$ cat config.mk
export PLATFORM = sky130hd
export DESIGN_NAME = a2d_intf_flat
export DESIGN_NICKNAME = d
export VERILOG_FILES = /design/src/rtl/a2d_pkg.sv /design/src/rtl/a2d_intf_if.sv /design/src/rtl/a2d_intf_spi_frame16.sv /design/src/rtl/a2d_intf.sv /design/src/flat_wrapper.sv
export SDC_FILE = /design/constraint.sdc
export NUM_CORES = 1
export LEC_CHECK = 0
export ABC_CLOCK_PERIOD_IN_PS = 3000
export CAP_MARGIN = 20
export CORE_MARGIN = 2
export CORE_UTILIZATION = 56
export CTS_CLUSTER_DIAMETER = 200
export DETAILED_ROUTE_END_ITERATION = 6
export GPL_TIMING_DRIVEN = 0
export PLACE_DENSITY = 0.86
export SLEW_MARGIN = 20
export SYNTH_ARGS = -nofsm -noshare
export SYNTH_HDL_FRONTEND = slang
export SYNTH_SLANG_ARGS = --single-unit
$ cat constraint.sdc
create_clock -name clk -period 3 [get_ports clk]
set_input_delay 0.9 -clock clk [delete_from_list [all_inputs] [get_ports clk]]
set_output_delay 0.9 -clock clk [all_outputs]
set_load 0.02 [all_outputs]
$ cat src/rtl/a2d_pkg.sv
// Shared types and constants for the A2D conversion handshake and its SPI frame engine.
// The command word carries the ADC channel in bits 13:11 with every other bit zero.
package a2d_pkg;

  typedef enum logic [2:0] {
    IDLE,
    CMD,
    GAP,
    READ,
    DONE
  } state_t;

  localparam int FRAME_BITS = 16;
  localparam int RES_BITS   = 12;
  localparam int CH_BITS    = 3;
  localparam int CH_LSB     = 11;
  localparam int CH_MSB     = CH_LSB + CH_BITS - 1;

  function automatic logic [FRAME_BITS-1:0] cmd_word(input logic [CH_BITS-1:0] ch);
    logic [FRAME_BITS-1:0] w;
    w = '0;
    w[CH_MSB:CH_LSB] = ch;
    return w;
  endfunction

endpackage

$ cat src/rtl/a2d_intf_if.sv
// Request/result handshake toward the motion controller plus the SPI pins toward the ADC.
// slave is the converter side; master is the environment (controller and ADC).
interface a2d_intf_if;
  import a2d_pkg::*;

  logic                  start_conv;
  logic [CH_BITS-1:0]    chnnl;
  logic                  cnv_cmplt;
  logic [RES_BITS-1:0]   A2D_res;
  logic                  SS_n;
  logic                  SCLK;
  logic                  MOSI;
  logic                  MISO;

  modport slave (
    input  start_conv,
    input  chnnl,
    input  MISO,
    output cnv_cmplt,
    output A2D_res,
    output SS_n,
    output SCLK,
    output MOSI
  );

  modport master (
    output start_conv,
    output chnnl,
    output MISO,
    input  cnv_cmplt,
    input  A2D_res,
    input  SS_n,
    input  SCLK,
    input  MOSI
  );

endinterface

$ cat src/rtl/a2d_intf_spi_frame16.sv
// One 16-bit SPI frame: SS_n low for 17 SCLK periods, half-period porches at both ends,
// SCLK idle high, MISO held on SCLK rise and shifted in on the following fall.
module spi_frame16
  import a2d_pkg::*;
#(
  parameter int SCLK_DIV = 32
) (
  input  logic                  clk,
  input  logic                  rst_n,
  input  logic                  wrt,
  input  logic [FRAME_BITS-1:0] cmd,
  output logic                  done,
  output logic [FRAME_BITS-1:0] rx,
  output logic                  SS_n,
  output logic                  SCLK,
  output logic                  MOSI,
  input  logic                  MISO
);

  localparam int FRAME_CLKS = (FRAME_BITS + 1) * SCLK_DIV;
  localparam int CW         = $clog2(FRAME_CLKS + 1);
  localparam int PH         = $clog2(SCLK_DIV) - 1;

  localparam logic [CW-1:0] PORCH_END = CW'(SCLK_DIV / 2);
  localparam logic [CW-1:0] BP_START  = CW'(FRAME_CLKS - SCLK_DIV / 2);
  localparam logic [CW-1:0] LAST_CNT  = CW'(FRAME_CLKS - 1);

  logic [CW-1:0]         cnt;
  logic [CW-1:0]         cnt_nxt;
  logic                  sclk_nxt;
  logic                  sclk_rise;
  logic                  shift_en;
  logic                  miso_hold;
  logic [FRAME_BITS-1:0] shreg;

  // SCLK is low in the upper half of each period once past the front porch; since the
  // porch is exactly half a period, bit PH of the frame count marks the low half directly.
  // The first fall carries no received bit; the last bit shifts in at the back porch start.
  always_comb begin
    cnt_nxt   = cnt + CW'(1);
    sclk_nxt  = ~((cnt_nxt >= PORCH_END) && (cnt_nxt < BP_START) && cnt_nxt[PH]);
    sclk_rise = ~SS_n && ~SCLK && sclk_nxt;
    shift_en  = ~SS_n && ((SCLK && ~sclk_nxt && (cnt_nxt != PORCH_END)) ||
                          (cnt_nxt == BP_START));
  end

  always_ff @(posedge clk) begin
    if (!rst_n) begin
      cnt       <= '0;
      SS_n      <= 1'b1;
      SCLK      <= 1'b1;
      done      <= 1'b0;
      miso_hold <= 1'b0;
      shreg     <= '0;
    end else begin
      done <= 1'b0;
      if (wrt && SS_n) begin
        cnt   <= '0;
        SS_n  <= 1'b0;
        SCLK  <= 1'b1;
        shreg <= cmd;
      end else if (!SS_n) begin
        if (cnt == LAST_CNT) begin
          SS_n <= 1'b1;
          done <= 1'b1;
        end else begin
          cnt  <= cnt_nxt;
          SCLK <= sclk_nxt;
          if (sclk_rise) begin
            miso_hold <= MISO;
          end
          if (shift_en) begin
            shreg <= {shreg[FRAME_BITS-2:0], miso_hold};
          end
        end
      end
    end
  end

  assign MOSI = shreg[FRAME_BITS-1];
  assign rx   = shreg;

endmodule

$ cat src/rtl/a2d_intf.sv
// A2D conversion responder: a select frame, an SS_n-high gap, then a read frame whose
// low 12 received bits become A2D_res; cnv_cmplt then stays high until the next request.
module a2d_intf
  import a2d_pkg::*;
#(
  parameter int SCLK_DIV = 32,
  parameter int GAP_CLKS = 32
) (
  input  logic       clk,
  input  logic       rst_n,
  a2d_intf_if.slave  bus
);

  localparam int GW = (GAP_CLKS > 2) ? $clog2(GAP_CLKS) : 1;
  localparam logic [GW-1:0] GAP_LAST = GW'(GAP_CLKS - 2);

  state_t                         state;
  logic [CH_BITS-1:0]             chnnl_q;
  logic [GW-1:0]                  gap_cnt;
  logic                           cmplt_q;
  logic [RES_BITS-1:0]            res_q;
  logic                           accept;
  logic                           gap_term;
  logic                           wrt;
  logic                           done;
  logic [FRAME_BITS-1:0]          frame_cmd;
  logic [FRAME_BITS-1:0]          rx;
  logic [FRAME_BITS-RES_BITS-1:0] rx_unused;

  // The frame is started combinationally so SS_n falls on the edge after the request;
  // on acceptance chnnl_q is not yet loaded, so the command comes straight from chnnl.
  always_comb begin
    accept    = bus.start_conv && ((state == IDLE) || (state == DONE));
    gap_term  = (state == GAP) && (gap_cnt == GAP_LAST);
    wrt       = accept || gap_term;
    frame_cmd = accept ? cmd_word(bus.chnnl) : cmd_word(chnnl_q);
  end

  assign rx_unused = rx[FRAME_BITS-1:RES_BITS];

  spi_frame16 #(
    .SCLK_DIV (SCLK_DIV)
  ) u_frame (
    .clk   (clk),
    .rst_n (rst_n),
    .wrt   (wrt),
    .cmd   (frame_cmd),
    .done  (done),
    .rx    (rx),
    .SS_n  (bus.SS_n),
    .SCLK  (bus.SCLK),
    .MOSI  (bus.MOSI),
    .MISO  (bus.MISO)
  );

  // The done cycle already has SS_n high, so the gap counter stops two short of GAP_CLKS.
  always_ff @(posedge clk) begin
    if (!rst_n) begin
      state   <= IDLE;
      chnnl_q <= '0;
      gap_cnt <= '0;
      cmplt_q <= 1'b0;
      res_q   <= '0;
    end else begin
      case (state)
        IDLE, DONE: begin
          if (bus.start_conv) begin
            chnnl_q <= bus.chnnl;
            cmplt_q <= 1'b0;
            state   <= CMD;
          end
        end
        CMD: begin
          if (done) begin
            gap_cnt <= '0;
            state   <= GAP;
          end
        end
        GAP: begin
          if (gap_cnt == GAP_LAST) begin
            state <= READ;
          end else begin
            gap_cnt <= gap_cnt + GW'(1);
          end
        end
        READ: begin
          if (done) begin
            res_q   <= rx[RES_BITS-1:0];
            cmplt_q <= 1'b1;
            state   <= DONE;
          end
        end
        default: state <= IDLE;
      endcase
    end
  end

  assign bus.cnv_cmplt = cmplt_q;
  assign bus.A2D_res   = res_q;

endmodule

$ cat src/flat_wrapper.sv
// flat-port wrapper written by rule: the top's interface ports become plain ports
module a2d_intf_flat import a2d_pkg::*;
#(
  parameter int SCLK_DIV = 32,
  parameter int GAP_CLKS = 32
)
  (clk, rst_n, bus_start_conv, bus_chnnl, bus_MISO, bus_cnv_cmplt, bus_A2D_res, bus_SS_n, bus_SCLK, bus_MOSI);
  a2d_intf_if bus_i ();
  input  logic clk;
  input  logic rst_n;
  input wire logic [$bits(bus_i.start_conv)-1:0] bus_start_conv;
  input wire logic [$bits(bus_i.chnnl)-1:0] bus_chnnl;
  input wire logic [$bits(bus_i.MISO)-1:0] bus_MISO;
  output wire logic [$bits(bus_i.cnv_cmplt)-1:0] bus_cnv_cmplt;
  output wire logic [$bits(bus_i.A2D_res)-1:0] bus_A2D_res;
  output wire logic [$bits(bus_i.SS_n)-1:0] bus_SS_n;
  output wire logic [$bits(bus_i.SCLK)-1:0] bus_SCLK;
  output wire logic [$bits(bus_i.MOSI)-1:0] bus_MOSI;
  assign bus_i.start_conv = bus_start_conv;
  assign bus_i.chnnl = bus_chnnl;
  assign bus_i.MISO = bus_MISO;
  assign bus_cnv_cmplt = bus_i.cnv_cmplt;
  assign bus_A2D_res = bus_i.A2D_res;
  assign bus_SS_n = bus_i.SS_n;
  assign bus_SCLK = bus_i.SCLK;
  assign bus_MOSI = bus_i.MOSI;
  a2d_intf #(.SCLK_DIV(SCLK_DIV), .GAP_CLKS(GAP_CLKS)) u_core (.clk(clk), .rst_n(rst_n), .bus(bus_i));
endmodule
# [After elaboration in Yosys (flattened, before gate mapping)]
# Cells that the tools add are included.
[totals] elab_cells=83 in_bits=7 ff_bits=54 out_inout_bits=16
[classes] n_mux=19 n_reduce_logical=28 order_cmp=2 n_addsub=2 n_eq_ne=15 n_bitwise=6
[op_table] operator="16-bit two-way mux" count=4
[op_table] operator="10-bit equality test (second input constant)" count=2
[op_table] operator="14-bit two-way mux" count=1
[op_table] operator="3-bit two-way mux" count=4
[op_table] operator="2-bit inequality test (second input constant)" count=6
[op_table] operator="3-bit case mux with 4 select lines" count=1
[op_table] operator="10-bit by 1-bit adder with 10-bit output (second input constant)" count=1
[op_table] operator="10-bit by 5-bit >= comparator with 1-bit output (second input constant)" count=1
[op_table] operator="1-bit logical AND" count=10
[op_table] operator="10-bit less-than comparator (second input constant)" count=1
[op_table] operator="5-bit two-way mux" count=2
[op_table] operator="10-bit by 5-bit inequality test with 1-bit output (second input constant)" count=1
[op_table] operator="5-bit case mux with 2 select lines" count=1
[op_table] operator="3-bit AND reduction" count=3
[op_table] operator="4-bit AND reduction" count=2
[op_table] operator="3-bit by 2-bit equality test with 1-bit output (second input constant)" count=2
[op_table] operator="1-bit inverter" count=6
[op_table] operator="2-bit AND reduction" count=3
[op_table] operator="2-bit nonzero test" count=3
[op_table] operator="5-bit by 1-bit adder with 5-bit output (second input constant)" count=1
[op_table] operator="5-bit equality test (second input constant)" count=1
[op_table] operator="1-bit two-way mux" count=5
[op_table] operator="2-bit OR reduction" count=2
[op_table] operator="3-bit by 1-bit equality test with 1-bit output (second input constant)" count=1
[op_table] operator="other kinds (6)" count=8

# [Logic depth before layout (Yosys ltp)]
[logic_depth] word_depth=12 mapped_depth=9 depth_no_buf=8

# [Hierarchy]
# A second synthesis with hierarchy kept.
[unflattened] hier_cells=295 area_unflattened_um2=2548.7
[modules_own_cells] module="spi_frame16" area_per_inst_um2=1560.2 seq_area_each_um2=600.6 cells_each=184 instances=1
[modules_own_cells] module="a2d_intf" area_per_inst_um2=988.4 seq_area_each_um2=480.5 cells_each=111 instances=1

# [Worst setup path after synthesis]
# Ideal clock, no wire load.
[synth_path] path_kind="input-to-reg" from="in bus_start_conv" to="reg u_core.u_frame.cnt[0]" n_path_buf=2 t_required_ns=2.883 stages=6 setup_ns=0.117 t_arrival_ns=2.199 setup_slack_ns=0.684 cell_sequence="nor3b_1 o21ai_0 buf_4 nand2_1 buf_2 nor2_1"
[synth_via] elab_chain_cells=4
[synth_rtl] element="start: declaration" line="flat_wrapper.sv:11" rtl="input wire logic [$bits(bus_i.start_conv)-1:0] bus_start_conv;"
[synth_rtl] element="1-bit logical AND" line="a2d_intf.sv:33" rtl="accept = bus.start_conv && ((state == IDLE) || (state == DONE));"
[synth_rtl] element="1-bit logical OR" line="a2d_intf.sv:35" rtl="wrt = accept || gap_term;"
[synth_rtl] element="1-bit logical AND" line="a2d_intf_spi_frame16.sv:57" rtl="if (wrt && SS_n) begin"
[synth_rtl] element="2-bit OR reduction (no source line)"
[synth_rtl] element="end signal: assignment" line="a2d_intf_spi_frame16.sv:67" rtl="cnt <= cnt_nxt;"
[synth_rtl] element="end: declaration" line="a2d_intf_spi_frame16.sv:28" rtl="logic [CW-1:0] cnt;"
# Every way passes these cells.
# A chain may end at the register's enable or synchronous reset.

# [Worst setup path in the final report]
[layout_path] from="in bus_start_conv" to="reg u_core.u_frame.cnt[1]"
# Same word-level chain as after synthesis.

==> summary.md <==
| Metric | Value |
|---|---|
| Clk pin slew, worst setup/hold paths | `about 0.090 ns` |
| Post-cts resize count | `0` |
| Top FF cell, synth | `dfxtp_1` |
| Mux contribution to synthesized area | `0.0202` |
| CTS tree | `done` |
| Post-DP Area | `approximately 2800 sq um` |
| CP Launch Point | `bus_start_conv` |
| Skew-Pair Late Insertion Delay | `between 0.3 and 0.4 ns` |
| Total power | `1320 uW` |
| Number of max-cap violations | `0` |
| # diodes | `0` |
| Seq/Total Area, Yosys | `0.437` |
| Clock buffer depth | `2` |
| Worst reg-to-reg path cell count | `8` |
| Fin crit share | `0.944` |
| Slew HR | `0.417` |
| Worst Hold Class | `flip-flop to flip-flop` |
| Starting Density | `0.576` |
| Global-route usage over all layers | `0.218` |
| Post-synth EDFFs | `0` |
| Nets | `around 320` |
| Mean Syn Cell Area | `a little under 9 sq um` |
| Die W | `70.5 microns` |
| Row cnt | `24` |
| Initial antenna violation count | `0` |
| Worst path slowest cell | `nor3b_1` |
| GPL Wtd Cong | `slightly below 0.8` |
| Clock root buffer | `clkbuf_8` |
| FFs w/ async S/R, synth | `0` |
| Synthesis Warnings | `0` |
| Worst Setup EP | `u_core.u_frame.cnt[1]` |
| Die area | `~5000 sq um` |
| Finished Layout Cells | `about 360` |
| Post-Synth Simple-Gate Area | `0.229` |
| Starting DRT DRC Count | `between 100 and 150` |
| Setup Crit Path Kind | `input port to flip-flop` |
| Post-Synth Adder-Cell Area | `0.0202` |
| CP delay by family, top | `buffers and inverters` |
| Design area | `roughly 2900 sq um` |
| Status | `finished clean` |
| Max incr delay on CP | `about 0.72 ns` |
| Skew final | `between 0.009 and 0.01 ns` |
| LEAKAGE | `between 0.001 and 0.0015 uW` |
| R2r startpoint | `u_core.u_frame.cnt[0]` |
| H-tree levels | `2` |
| IO Pins | `23` |
| Area growth from synthesis to layout | `16.1%` |
| XOR/XNOR share of the synthesized area | `0.0597` |
| Pre-antenna DRT Iters | `4` |
| Syn nets | `about 290` |
| Cell Area, Synth | `roughly 2500 sq um` |
| R2r setup slk | `0.41 ns` |
| Worst EP required | `between 3 and 4 ns` |
| Vias/cell | `about 5.7` |
| Post-synthesis register bit count | `54` |
| Worst r2r dst | `u_core.u_frame.rx[8]` |
| RSZ-0062 raised after global routing | `no` |
| Clock sink count | `54` |
| Post-synthesis compound-gate area fraction | `0.167` |
| Cts hold-fix bufs | `0` |
| Crit path depth | `7` |
| Largest family of logic cells by synthesized area | `simple AND/OR/NAND/NOR gates` |
| Critical Path AT | `between 3 and 4 ns` |
| Avg WL per Cell | `~14 microns` |
| First-pass GRT wire length | `about 8700 microns` |
| Core area | `4290 sq um` |
| Die Span Y | `70.5 microns` |
| Startpoint Class | `input port` |
| Pwr dens | `about 460 nW/um^2` |
| # Post-CTS Setup Buffers | `0` |
| Clock buffer count from CTS | `5` |
| Tightest Pin Transition | `0.872 ns` |
| Cell chain of the critical path | `clkdlybuf4s50_1, nor3b_1, o21ai_0, buf_4, nand2_1, buf_2, nor2_1` |
| CP bufs+invs | `3` |
| Via count | `2,064` |
| Final setup vio count | `0` |
| Critical Path Fanout Max | `10` |
| Final worst slack | `0.168 ns` |
| Setup crit end kind | `flip-flop` |
| Post-route setup TNS | `0 ns` |
| Fmax | `0.353 GHz` |
| Placed cells | `356` |
| Largest net degree at the start of global routing | `18` |
| GRT overflow | `0` |
| DRC viols | `0` |
| Vias in the first global route | `2,003` |
| PortBufs | `22` |
| Final WL | `just over 5000 microns` |
| Hold_sp | `u_core.bus.A2D_res[5]` |
| Final hold vios | `0` |
| Tmin final | `between 2 and 3 ns` |
| HPWL Detailed | `between 3000 and 4000 microns` |
| Final ANT Viol Nets | `0` |
| VDD IR max | `0.249 mV` |
| Fin. max-slew vios | `0` |
| Share of layout cells above drive strength 1 | `0.0994` |
| Syn Inst Count | `around 280` |
| Post-synth cell types | `52` |
| Pre-CTS WS | `-0.123 ns` |
==> metrics by stage <==
stage / utilization / hold slack, ns
final: 0.669 / 0.460
after global routing: 0.669 / 0.485
after CTS: 0.669 / 0.461
after global placement: 0.642 / 0.442
after detailed placement: 0.642 / 0.447
after floorplan: - / 0.442
==> report_power, final <==
part	internal (uW)	switching (uW)
logic	34.3	49.4
clock network	250	246
registers	729	10.2
==> sequential cells by signal, indices dropped and copies added (netlist names) <==
name	cells
u_core.u_frame.SCLK	1
u_core.u_frame.cnt	10
u_core.u_frame.rx	16
u_core.bus.cnv_cmplt	1
u_core.u_frame.SS_n	1
u_core.u_frame.miso_hold	1
u_core.gap_cnt	5
u_core.state	3
u_core.chnnl_q	3
u_core.bus.A2D_res	12
u_core.u_frame.done	1
==> worst min-delay path, cell delays in order, from the launching register on <==
cell	delay, ns
dfxtp_1	0.32
nand2_1	0.05
a21oi_1	0.05
==> routing by layer <==
metal  share of wire  track usage
met1            0.47        0.272
met2            0.49        0.356
met3           0.032       0.0519
met4           0.015       0.0962
met5               0            0
==> synthesized netlist by cell type, types with 2 or more instances <==
master    count  area share
dfxtp_1      54        0.44
nand2_1      33       0.050
nor2_1       30       0.046
a21oi_1      28       0.057
o21ai_0      21       0.042
nand4_1      16       0.040
xnor2_1       9       0.032
inv_1         8       0.012
nand3_1       7       0.014
xor2_1        6       0.021
clkbuf_1      5      0.0076
mux2i_1       5       0.020
nor3_1        5       0.010
a31oi_1       4       0.010
ha_1          4       0.020
a211oi_1      3      0.0091
buf_4         3      0.0091
and3_1        2      0.0051
buf_2         2      0.0040
buf_6         2      0.0091
buf_8         2       0.012
nand2b_1      2      0.0051
nor3b_1       2      0.0061
==> worst min-delay path by stage <==
| stage | to | slack (ns) | cells after the start |
|---|---|---|---|
| 4_1_cts | u_core.bus.A2D_res[5] | 0.46 | 2 |
| 3_5_place_dp | u_core.bus.A2D_res[5] | 0.45 | 2 |
| 5_1_grt | u_core.bus.A2D_res[5] | 0.49 | 2 |
| 6_report | u_core.bus.A2D_res[5] | 0.46 | 2 |
| 2_1_floorplan | u_core.bus.A2D_res[11] | 0.44 | 2 |
| 3_3_place_gp | u_core.bus.A2D_res[11] | 0.44 | 2 |
==> final cells by class <==
type	instances	area, sq um
fillers	363	1420
multi-input cells	202	1230
flip-flops and latches	54	1080
repair buffers	22	220
plain buffers	18	135
clock buffers	5	68.8
well taps	52	65.1
clock inverters	3	43.8
inverters	8	30.0
==> cell usage in the layout, fill, tap and decap left out, types with 3 or more instances in the layout <==
cell type	count
nand3_1	7
ha_1	4
nor2_1	30
nand4_1	16
a211oi_1	3
nand2_1	33
dfxtp_1	54
xnor2_1	9
a31oi_1	4
mux2i_1	5
clkdlybuf4s50_1	22
buf_4	3
inv_1	8
clkbuf_8	5
xor2_1	6
clkbuf_1	5
o21ai_0	21
a21oi_1	28
nor3_1	5
==> cell families (layout without fill, tap and decap cells) <==
| group | count (synthesis) | after routing |
|---|---|---|
| simple gates | 110 | 110 |
| xor+xnor | 16 | 16 |
| mux | 5 | 5 |
| fa+ha+maj | 4 | 4 |
| flops | 54 | 54 |
| buf+inv | 26 | 56 |
| compound gates | 67 | 67 |
Note: power is estimated with default switching activity, not from simulation.
